## config.mk

```make
export PLATFORM = sky130hd
export DESIGN_NAME = hysteresis_stream
export DESIGN_NICKNAME = d
export VERILOG_FILES = /design/src/rtl/definitions_pkg.sv /design/src/rtl/hys_line_buffer.sv /design/src/rtl/hysteresis_stream.sv
export SDC_FILE = /design/constraint.sdc
export NUM_CORES = 1
export LEC_CHECK = 0
export BUFFER_PORTS_ARGS = -buffer_cell sky130_fd_sc_hd__buf_2
export CAP_MARGIN = 20
export CORE_ASPECT_RATIO = 1.1
export CORE_UTILIZATION = 65
export DETAILED_ROUTE_END_ITERATION = 7
export PLACE_DENSITY = 0.81
export REMOVE_ABC_BUFFERS = 1
export SLEW_MARGIN = 20
export SYNTH_ARGS = -nofsm -noshare
export SYNTH_HDL_FRONTEND = slang
export SYNTH_HIERARCHICAL = 1
export SYNTH_SLANG_ARGS = --single-unit
```

## constraint.sdc

```tcl
create_clock -name clk -period 214.6 [get_ports clk]
set_input_delay 21.46 -clock clk [delete_from_list [all_inputs] [get_ports clk]]
set_output_delay 21.46 -clock clk [all_outputs]
set_load 0.02 [all_outputs]
```

## src/rtl/definitions_pkg.sv

```systemverilog
// +----------------------------------------------------------------------------+
// | definitions_pkg : shared codes, edge levels and FSM states                 |
// | Rev 1.0                                                                    |
// +----------------------------------------------------------------------------+
`default_nettype none

package definitions_pkg;

   typedef enum logic [1:0] {
      NONE   = 2'b00,
      WEAK   = 2'b01,
      STRONG = 2'b10
   } str_code_t;

   localparam logic [7:0] EDGE_ON  = 8'hff;
   localparam logic [7:0] EDGE_OFF = 8'h00;

   typedef enum logic [1:0] {
      ST_FILL  = 2'd0,
      ST_RUN   = 2'd1,
      ST_FLUSH = 2'd2
   } hys_state_t;

   // Reserved code 11 never counts as strong.
   function automatic logic is_strong(input logic [1:0] code);
      return code == STRONG;
   endfunction

endpackage

`default_nettype wire

```

## src/rtl/hys_line_buffer.sv

```systemverilog
// +----------------------------------------------------------------------------+
// | hys_line_buffer : DEPTH-entry 2-bit shift register, oldest entry on dout_o |
// | Rev 1.0                                                                    |
// +----------------------------------------------------------------------------+
`default_nettype none

module hys_line_buffer #(
   parameter int DEPTH = 640
) (
   input  logic       clk,
   input  logic       en_i,
   input  logic [1:0] din_i,
   output logic [1:0] dout_o
);

   logic [1:0] mem_q [DEPTH];

   always_ff @(posedge clk) begin
      if (en_i) begin
         mem_q[0] <= din_i;
         for (int i = 1; i < DEPTH; i++) begin
            mem_q[i] <= mem_q[i-1];
         end
      end
   end

   assign dout_o = mem_q[DEPTH-1];

endmodule

`default_nettype wire

```

## src/rtl/hysteresis_stream.sv

```systemverilog
// +----------------------------------------------------------------------------+
// | hysteresis_stream : streaming 3x3 hysteresis edge linking                  |
// | Rev 1.0                                                                    |
// +----------------------------------------------------------------------------+
`default_nettype none

module hysteresis_stream
   import definitions_pkg::*;
#(
   parameter int IMG_W = 640,
   parameter int IMG_H = 480,
   parameter int CONN8 = 1
) (
   input  logic       clk,
   input  logic       rstN,
   input  logic [1:0] str_in,
   input  logic       str_in_valid,
   output logic       str_in_ready,
   output logic [7:0] edge_out,
   output logic       edge_out_valid,
   input  logic       edge_out_ready,
   output logic       edge_out_last
);

   localparam int            CW       = (IMG_W > 1) ? $clog2(IMG_W) : 1;
   localparam int            RW       = (IMG_H > 1) ? $clog2(IMG_H) : 1;
   localparam logic [CW-1:0] COL_LAST = CW'(IMG_W - 1);
   localparam logic [RW-1:0] ROW_LAST = RW'(IMG_H - 1);
   localparam logic [RW-1:0] ROW_ONE  = RW'(1);
   localparam logic          DIAG_EN  = (CONN8 != 0);

   hys_state_t    state_q, state_d;
   logic [CW-1:0] in_col_q, in_col_d, out_col_q, out_col_d;
   logic [RW-1:0] in_row_q, in_row_d, out_row_q, out_row_d;
   logic [7:0]    edge_q, edge_d;
   logic          valid_q, valid_d, last_q, last_d;

   // win_q[0] is the older column; together with the entering column nw[2] it forms the 3x3 view.
   logic [1:0]    win_q [2][3];
   logic [1:0]    nw    [3][3];
   logic [1:0]    new_px, lb0_tap, lb1_tap;
   logic          slot_free, in_acc, flush_load, advance, produce;
   logic          m_top, m_bot, m_left, m_right, orth_hit, diag_hit, centre_on;

   assign slot_free    = !valid_q || edge_out_ready;
   assign str_in_ready = rstN && (state_q != ST_FLUSH) && slot_free;
   assign in_acc       = str_in_valid && str_in_ready;
   assign flush_load   = (state_q == ST_FLUSH) && slot_free && !(valid_q && last_q);
   assign advance      = in_acc || flush_load;
   assign produce      = flush_load || (in_acc && (state_q == ST_RUN));
   assign new_px       = in_acc ? str_in : NONE;

   hys_line_buffer #(.DEPTH(IMG_W)) u_lb0 (
      .clk    (clk),
      .en_i   (advance),
      .din_i  (new_px),
      .dout_o (lb0_tap)
   );

   hys_line_buffer #(.DEPTH(IMG_W)) u_lb1 (
      .clk    (clk),
      .en_i   (advance),
      .din_i  (lb0_tap),
      .dout_o (lb1_tap)
   );

   always_comb begin
      for (int r = 0; r < 3; r++) begin
         nw[0][r] = win_q[0][r];
         nw[1][r] = win_q[1][r];
      end
      nw[2][0] = lb1_tap;
      nw[2][1] = lb0_tap;
      nw[2][2] = new_px;
   end

   // Border masks also hide stale line-buffer data and the previous row's tail.
   assign m_top    = (out_row_q != '0);
   assign m_bot    = (out_row_q != ROW_LAST);
   assign m_left   = (out_col_q != '0);
   assign m_right  = (out_col_q != COL_LAST);

   assign orth_hit = (m_top   && is_strong(nw[1][0])) || (m_bot   && is_strong(nw[1][2])) ||
                     (m_left  && is_strong(nw[0][1])) || (m_right && is_strong(nw[2][1]));
   assign diag_hit = (m_top && m_left  && is_strong(nw[0][0])) ||
                     (m_top && m_right && is_strong(nw[2][0])) ||
                     (m_bot && m_left  && is_strong(nw[0][2])) ||
                     (m_bot && m_right && is_strong(nw[2][2]));
   assign centre_on = is_strong(nw[1][1]) ||
                      ((nw[1][1] == WEAK) && (orth_hit || (DIAG_EN && diag_hit)));

   always_comb begin
      state_d   = state_q;
      in_col_d  = in_col_q;
      in_row_d  = in_row_q;
      out_col_d = out_col_q;
      out_row_d = out_row_q;
      edge_d    = edge_q;
      valid_d   = valid_q;
      last_d    = last_q;
      if (valid_q && edge_out_ready) begin
         valid_d = 1'b0;
         last_d  = 1'b0;
      end
      if (produce) begin
         edge_d  = centre_on ? EDGE_ON : EDGE_OFF;
         valid_d = 1'b1;
         last_d  = (out_row_q == ROW_LAST) && (out_col_q == COL_LAST);
         if (out_col_q == COL_LAST) begin
            out_col_d = '0;
            out_row_d = (out_row_q == ROW_LAST) ? '0 : out_row_q + 1'b1;
         end else begin
            out_col_d = out_col_q + 1'b1;
         end
      end
      if (in_acc) begin
         if (in_col_q == COL_LAST) begin
            in_col_d = '0;
            in_row_d = (in_row_q == ROW_LAST) ? '0 : in_row_q + 1'b1;
         end else begin
            in_col_d = in_col_q + 1'b1;
         end
         if ((state_q == ST_FILL) && (in_row_q == ROW_ONE) && (in_col_q == '0)) begin
            state_d = ST_RUN;
         end else if ((state_q == ST_RUN) && (in_row_q == ROW_LAST) && (in_col_q == COL_LAST)) begin
            state_d = ST_FLUSH;
         end
      end
      if ((state_q == ST_FLUSH) && valid_q && last_q && edge_out_ready) begin
         state_d = ST_FILL;
      end
   end

   always_ff @(posedge clk) begin
      if (!rstN) begin
         state_q   <= ST_FILL;
         in_col_q  <= '0;
         in_row_q  <= '0;
         out_col_q <= '0;
         out_row_q <= '0;
         edge_q    <= EDGE_OFF;
         valid_q   <= 1'b0;
         last_q    <= 1'b0;
      end else begin
         state_q   <= state_d;
         in_col_q  <= in_col_d;
         in_row_q  <= in_row_d;
         out_col_q <= out_col_d;
         out_row_q <= out_row_d;
         edge_q    <= edge_d;
         valid_q   <= valid_d;
         last_q    <= last_d;
      end
   end

   always_ff @(posedge clk) begin
      if (advance) begin
         for (int r = 0; r < 3; r++) begin
            win_q[0][r] <= win_q[1][r];
            win_q[1][r] <= nw[2][r];
         end
      end
   end

   assign edge_out       = edge_q;
   assign edge_out_valid = valid_q;
   assign edge_out_last  = last_q;

endmodule

`default_nettype wire

```

==> results.json, run 1 <==
{
  "yosysSeqAreaShare": 0.980,
  "power.leakage_nw": 28.8,
  "portBuffers": 16,
  "gp_congestion": 0.793,
  "slew_viol_final": 0,
  "worstSetupStartpoint": "rstN",
  "slowest_delay_ns": 0.32,
  "worst_pin_slew_ns": 1.09,
  "grtUsageTotal": 0.206,
  "fin_area_sq_um": 89400,
  "dieArea_sq_um": 124000,
  "wl_per_cell_um": 25.4,
  "seqCellArea_sq_um": 78100,
  "ios": 17,
  "clockBufferDepth": 3,
  "synth.area.top_cells": "edfxtp_1 (97%), dfxtp_1 (1.1%), xor2_1 (0.24%), nor2_1 (0.18%), ha_1 (0.13%)",
  "finalHoldViolCount": 0,
  "grt_max_degree": 228,
  "final_antenna_net_count": 0,
  "power.density_nw_per_um2": 11.3,
  "n_antenna_cell": 0,
  "dp_cells": 4515,
  "hold_start": "u_lb0/mem_q[0][23]",
  "syn-instance-count": 2860,
  "start_util": 0.656,
  "synth_edf_count": 2572,
  "grt_pass1_vias": 28158,
  "fin_cells": 4934,
  "path_class": "in -> out",
  "drive_gt1_frac": 0.118,
  "fin_ws_ns": 170.65,
  "synthFlopType": "edfxtp_1",
  "cp_max_fo": 15,
  "die_x_um": 336,
  "vdd_drop_max_v": 0.0000109,
  "min_path_type": "reg -> reg",
  "period_share": 0.205,
  "cp-end-kind": "primary output",
  "period_minus_slack_ns": 43.95,
  "finalPower_mw": 1.01,
  "synth_top_area_share": 0.969,
  "placed_cell_area_sq_um": 81900,
  "cts_root_buffer": "clkbuf_16",
  "synthesis.area_sq_um": 79700,
  "crit_slowest_cell": "inv_1",
  "worst_setup_path_start_kind": "input pin",
  "cts_hold_repair.buffers": 0,
  "clock_latency_ns": 0.83,
  "synth.distinct_cells": 51,
  "area_growth_pct": 12.1,
  "fillCellCount": 6109,
  "synth_top_cell_by_area": "edfxtp_1",
  "ys_ff_latch": 2615,
  "clock-sinks": 2615,
  "grt_pass1_wl_mm": 186,
  "reg2reg_setup_slack_ns": 207.67,
  "grt-ovfl-total": 0,
  "clk_pin_slew_ns": 0.08,
  "wirelength_mm": 125,
  "clock.fmax_ghz": 0.0228,
  "rsz0062_at_grt": "false",
  "status": "completed",
  "setup_tns_ns": 0,
  "async_reset_ff_frac": 0,
  "grt_antenna_before_repair": 3,
  "setup_viol": 0,
  "synth_warnings": 6,
  "drv_cap": 0,
  "drc": 0,
  "cp.arrival_ns": 22.49,
  "cts_buffers": 222,
  "ctsResizeCount": 0,
  "worstPathRequired_ns": 193.14,
  "cpMostUsedCell": "buf_2",
  "cts_tree": "built",
  "slew_headroom": 0.273,
  "firstDrtPassIters": 8,
  "nets": 3125,
  "vias_per_cell": 5.66,
  "r2r_start": "state_q[1]",
  "hpwl_mm": 43.3,
  "rows": 134,
  "htreeDepth": 4,
  "die_y_um": 369,
  "post-cts-setup-buffers": 0,
  "critical_path.cell_chain": "buf_2 > inv_1 > nor3_1 > buf_2",
  "skew_ns": 0.0270,
  "place_ws_ns": 170.73,
  "vias": 27915,
  "multi_input_comb_area_sq_um": 1430,
  "syn_avg_cell_area_sq_um": 27.9,
  "core_area_sq_um": 121000,
  "drt_iter0_drc": 3018
}
critical path: cells and delay by family:
kind	cells	cell delay [ns]
buf+inv	3	0.74
simple gates	1	0.28
metal layers:
metal / global-route usage / up-vias / wire length (um)
li1: - / 12063 / -
met1: 0.302 / 14698 / 54700
met2: 0.325 / 944 / 62100
met3: 0.0356 / 210 / 5660
met4: 0.0623 / 0 / 2830
met5: 0 / - / 0
path summary, 6_finish.rpt:
| path | endpoint | cells after the start |
|---|---|---|
| setup reg to reg | u_lb1/mem_q[1][126] | 8 |
| hold / removal | u_lb0/mem_q[0][25] | 0 |
| hold reg to reg | u_lb0/mem_q[0][25] | 0 |
| setup / recovery | str_in_ready | 4 |
cell usage after synthesis, types with 2 or more instances:
cell	number
edfxtp_1	2572
dfxtp_1	43
nor2_1	38
xor2_1	22
nand2_1	21
inv_1	12
buf_4	11
nand4_1	10
nand3_1	9
xnor2_1	9
ha_1	8
a21oi_1	7
nor4_1	7
o2111ai_1	7
and2_1	6
and3_1	6
nand2b_1	6
nor2b_1	6
nor3_1	6
buf_2	5
o21ai_0	5
a211oi_1	3
and4_1	3
clkbuf_1	3
o211ai_1	3
o21ai_1	3
mux2i_1	2
nand3b_1	2
nor4b_1	2
or3_1	2
placed cells by master, fill, tap and decap left out, types with 9 or more instances in the layout:
cell | Yosys | layout
clkinv_4 | 0 | 9
xor2_1 | 22 | 22
bufinv_16 | 0 | 23
nand2_1 | 21 | 21
dfxtp_1 | 43 | 43
nand3_1 | 9 | 9
clkbuf_1 | 3 | 37
clkinv_1 | 0 | 43
clkinvlp_4 | 0 | 9
clkbuf_16 | 0 | 222
buf_4 | 11 | 17
inv_1 | 12 | 12
edfxtp_1 | 2572 | 2572
buf_2 | 5 | 16
xnor2_1 | 9 | 9
clkinv_2 | 0 | 47
nand4_1 | 10 | 10
nor2_1 | 38 | 38
final cells by class:
| class | count | share of cell area |
|---|---|---|
| inverter | 12 | 0.000504 |
| tap | 1632 | 0.0228 |
| sequential | 2615 | 0.874 |
| clock inverter | 151 | 0.0173 |
| timing repair buffer | 47 | 0.00501 |
| multi-input combinational | 213 | 0.0160 |
| clock buffer | 264 | 0.0645 |
cell families (layout without fill, tap and decap cells):
group,count (synthesis),after routing,synth area share
AO/OA/AOI/OAI,38,38,0.00367
XOR/XNOR,31,31,0.00341
AND/OR/NAND/NOR,133,133,0.00909
buffers and inverters,32,474,0.00220
adder cells (fa/ha/maj),8,8,0.00126
flip-flops,2615,2615,0.980
multiplexers,3,3,0.000393
flip-flops by register name, summed over array words and instances (netlist names):
name,count
edge_out_valid,1
edge_out,1
win_q,12
edge_out_last,1
in_col_q,10
u_lb0/mem_q,1280
in_row_q,9
out_col_q,10
out_row_q,9
state_q,2
u_lb1/mem_q,1280
power breakdown:
group          internal (mW)  switching (mW)
Combinational       0.000799         0.00939
Clock                  0.222           0.189
Sequential             0.582         0.00791
per-stage QoR:
stage	utilization	hold slack [ns]
final	0.736	0.409
after global routing	0.736	0.413
after CTS	0.735	0.406
after detailed placement	0.675	0.405
after global placement	0.675	0.401
after floorplan	-	0.400
No activity file was read; power rests on OpenSTA's default activity.
==> run 2: changes to the inputs <==
CORE_UTILIZATION = 62   (was 65)
PLACE_DENSITY = 0.78   (was 0.81)
clock period = 44.6 ns   (was 214.6 ns; I/O delays follow)
==> run 2 against run 1 <==
Count of clock-buffer cells in the layout is the same; core utilization fell by 3.4 points; combinational power rose to 4.7 times the previous value; via count is 1.7% lower; global-route usage down 2.3 points; clock skew is essentially flat; largest power group unchanged; highest routed layer unchanged.
==> results.json, run 2 (same netlist as run 1, synthesis figures left out) <==
{
  "rows": 137,
  "grt_antenna_before_repair": 3,
  "clockBufferDepth": 3,
  "status": "completed",
  "drv_cap": 0,
  "grt_max_degree": 239,
  "grt-ovfl-total": 0,
  "nets": 3119,
  "period_share": 0.232,
  "clock-sinks": 2615,
  "multi_input_comb_area_sq_um": 1430,
  "cp-end-kind": "flop",
  "die_y_um": 378,
  "crit_buf_inv": 6,
  "core_area_sq_um": 127000,
  "min_path_type": "reg -> reg",
  "largestRegisters": "u_lb0/mem_q (1280), u_lb1/mem_q (1280), win_q (12)",
  "mostFrequentLayoutCells": "edfxtp_1 (2572), clkbuf_16 (227), clkinv_1 (55), clkinv_2 (51), dfxtp_1 (43)",
  "cpMostUsedCell": "buf_4",
  "gp_congestion": 0.831,
  "vdd_drop_max_v": 0.0000424,
  "area_growth_pct": 12.2,
  "rsz0062_at_grt": "false",
  "grt_pass1_wl_mm": 175,
  "ios": 17,
  "start_util": 0.627,
  "power.density_nw_per_um2": 54.3,
  "worstPathRequired_ns": 45.04,
  "wl_per_cell_um": 23.6,
  "setup_tns_ns": 0,
  "cp_max_fo": 95,
  "critical_path.cell_chain": "buf_2 > nand2_2 > nor3_2 > nand2b_4 > buf_4 > buf_4 > buf_4 > buf_4 > buf_6",
  "reg2reg_setup_slack_ns": 37.60,
  "holdPathEnd": "u_lb1/mem_q[4][131]",
  "grtUsageTotal": 0.183,
  "r2r-end": "u_lb1/mem_q[1][146]",
  "r2r_start": "state_q[1]",
  "vias": 27452,
  "n_antenna_cell": 0,
  "worst_setup_path_start_kind": "input pin",
  "cts_hold_repair.buffers": 0,
  "firstDrtPassIters": 8,
  "place_ws_ns": 32.80,
  "whs_path_depth": 0,
  "slew_viol_final": 0,
  "seqCellArea_sq_um": 78100,
  "mostFrequentLayoutCell": "edfxtp_1",
  "hpwl_mm": 37.7,
  "cts_tree": "built",
  "drive_gt1_frac": 0.115,
  "htreeDepth": 4,
  "cts_buffers": 222,
  "cts_root_buffer": "clkbuf_16",
  "drt_iter0_drc": 2573,
  "worst_pin_slew_ns": 1.16,
  "clock_latency_ns": 0.83,
  "period_minus_slack_ns": 10.34,
  "crit_slowest_cell": "nand2b_4",
  "finalHoldViolCount": 0,
  "final_antenna_net_count": 0,
  "clk_pin_slew_ns": 0.07,
  "placed_cell_area_sq_um": 82000,
  "grt_pass1_vias": 27593,
  "dieArea_sq_um": 130000,
  "reg2regPathDepth": 8,
  "ctsResizeCount": 0,
  "clock.fmax_ghz": 0.0967,
  "fillCellCount": 6917,
  "post-cts-setup-buffers": 0,
  "setup_viol": 0,
  "fin_ws_ns": 34.26,
  "slew_headroom": 0.229,
  "vias_per_cell": 5.53,
  "skew_ns": 0.0271,
  "power.leakage_nw": 28.8,
  "utilization": 0.703,
  "critPathTopFamily": "buffers and inverters",
  "cp.arrival_ns": 10.78,
  "wirelength_mm": 117,
  "portBuffers": 16,
  "die_x_um": 344,
  "slowest_delay_ns": 0.97,
  "drc": 0,
  "fin_area_sq_um": 89400,
  "path_class": "in -> reg",
  "hold_start": "u_lb1/mem_q[4][129]"
}
-- run 2: changes by cell type in the layout (fill, tap and decap cells not counted), sizes merged --
cell    change
buf         -6
bufinv      +2
clkinv      +9
inv         -7
-- run 2: worst max path at each step --
stage	depth (start not counted)	start	endpoint	slack [ns]
CTS	9	rstN	u_lb1/mem_q[1][146]	33.65
detailed placement	9	rstN	u_lb1/mem_q[1][144]	32.80
floorplan	3	edge_out_ready	u_lb0/mem_q[0][0]	-24.74
global route	9	rstN	u_lb1/mem_q[1][146]	33.89
global placement	9	rstN	u_lb1/mem_q[1][164]	33.26
finish	9	rstN	u_lb1/mem_q[1][146]	34.26
-- run 2: layer usage --
layer  vias to the layer above  GRT usage  share of wire
met5                         -          0              0
met4                         0     0.0502          0.020
met3                       205     0.0358          0.041
met2                       762      0.293           0.50
met1                     14436      0.263           0.44
li1                      12049          -              -
-- run 2: layout make-up --
class	count	area share
flip-flops and latches	2615	0.874
clock inverters	155	0.0165
clock buffers	264	0.0653
multi-input cells	213	0.0160
repair buffers	41	0.00449
well taps	1668	0.0234
inverters	12	0.000504
-- run 2: metrics by stage --
step                std cells  total power, mW  hold WS (ns)
floorplan                2840             3.26         0.400
global placement         4546             2.92         0.402
detailed placement       4546             2.93         0.405
CTS                      4965             4.91         0.399
global route             4968             5.00         0.414
finish                   4968             4.86         0.399
-- run 2: worst reg2reg max path, cell delays in order, from the launching register on --
cell and delay [ns]:
dfxtp_1 0.46, nor2b_1 0.48, o21ai_1 0.41, nand2b_4 0.91, buf_4 0.93, buf_4 0.98, buf_4 1.00, buf_4 0.69
buf_6 0.72
-- run 2: power by group --
group / internal (mW) / switching [mW]
combinational: 0.00350 / 0.0442
clock: 1.08 / 0.889
sequential: 2.80 / 0.0356
total: 3.89 / 0.968
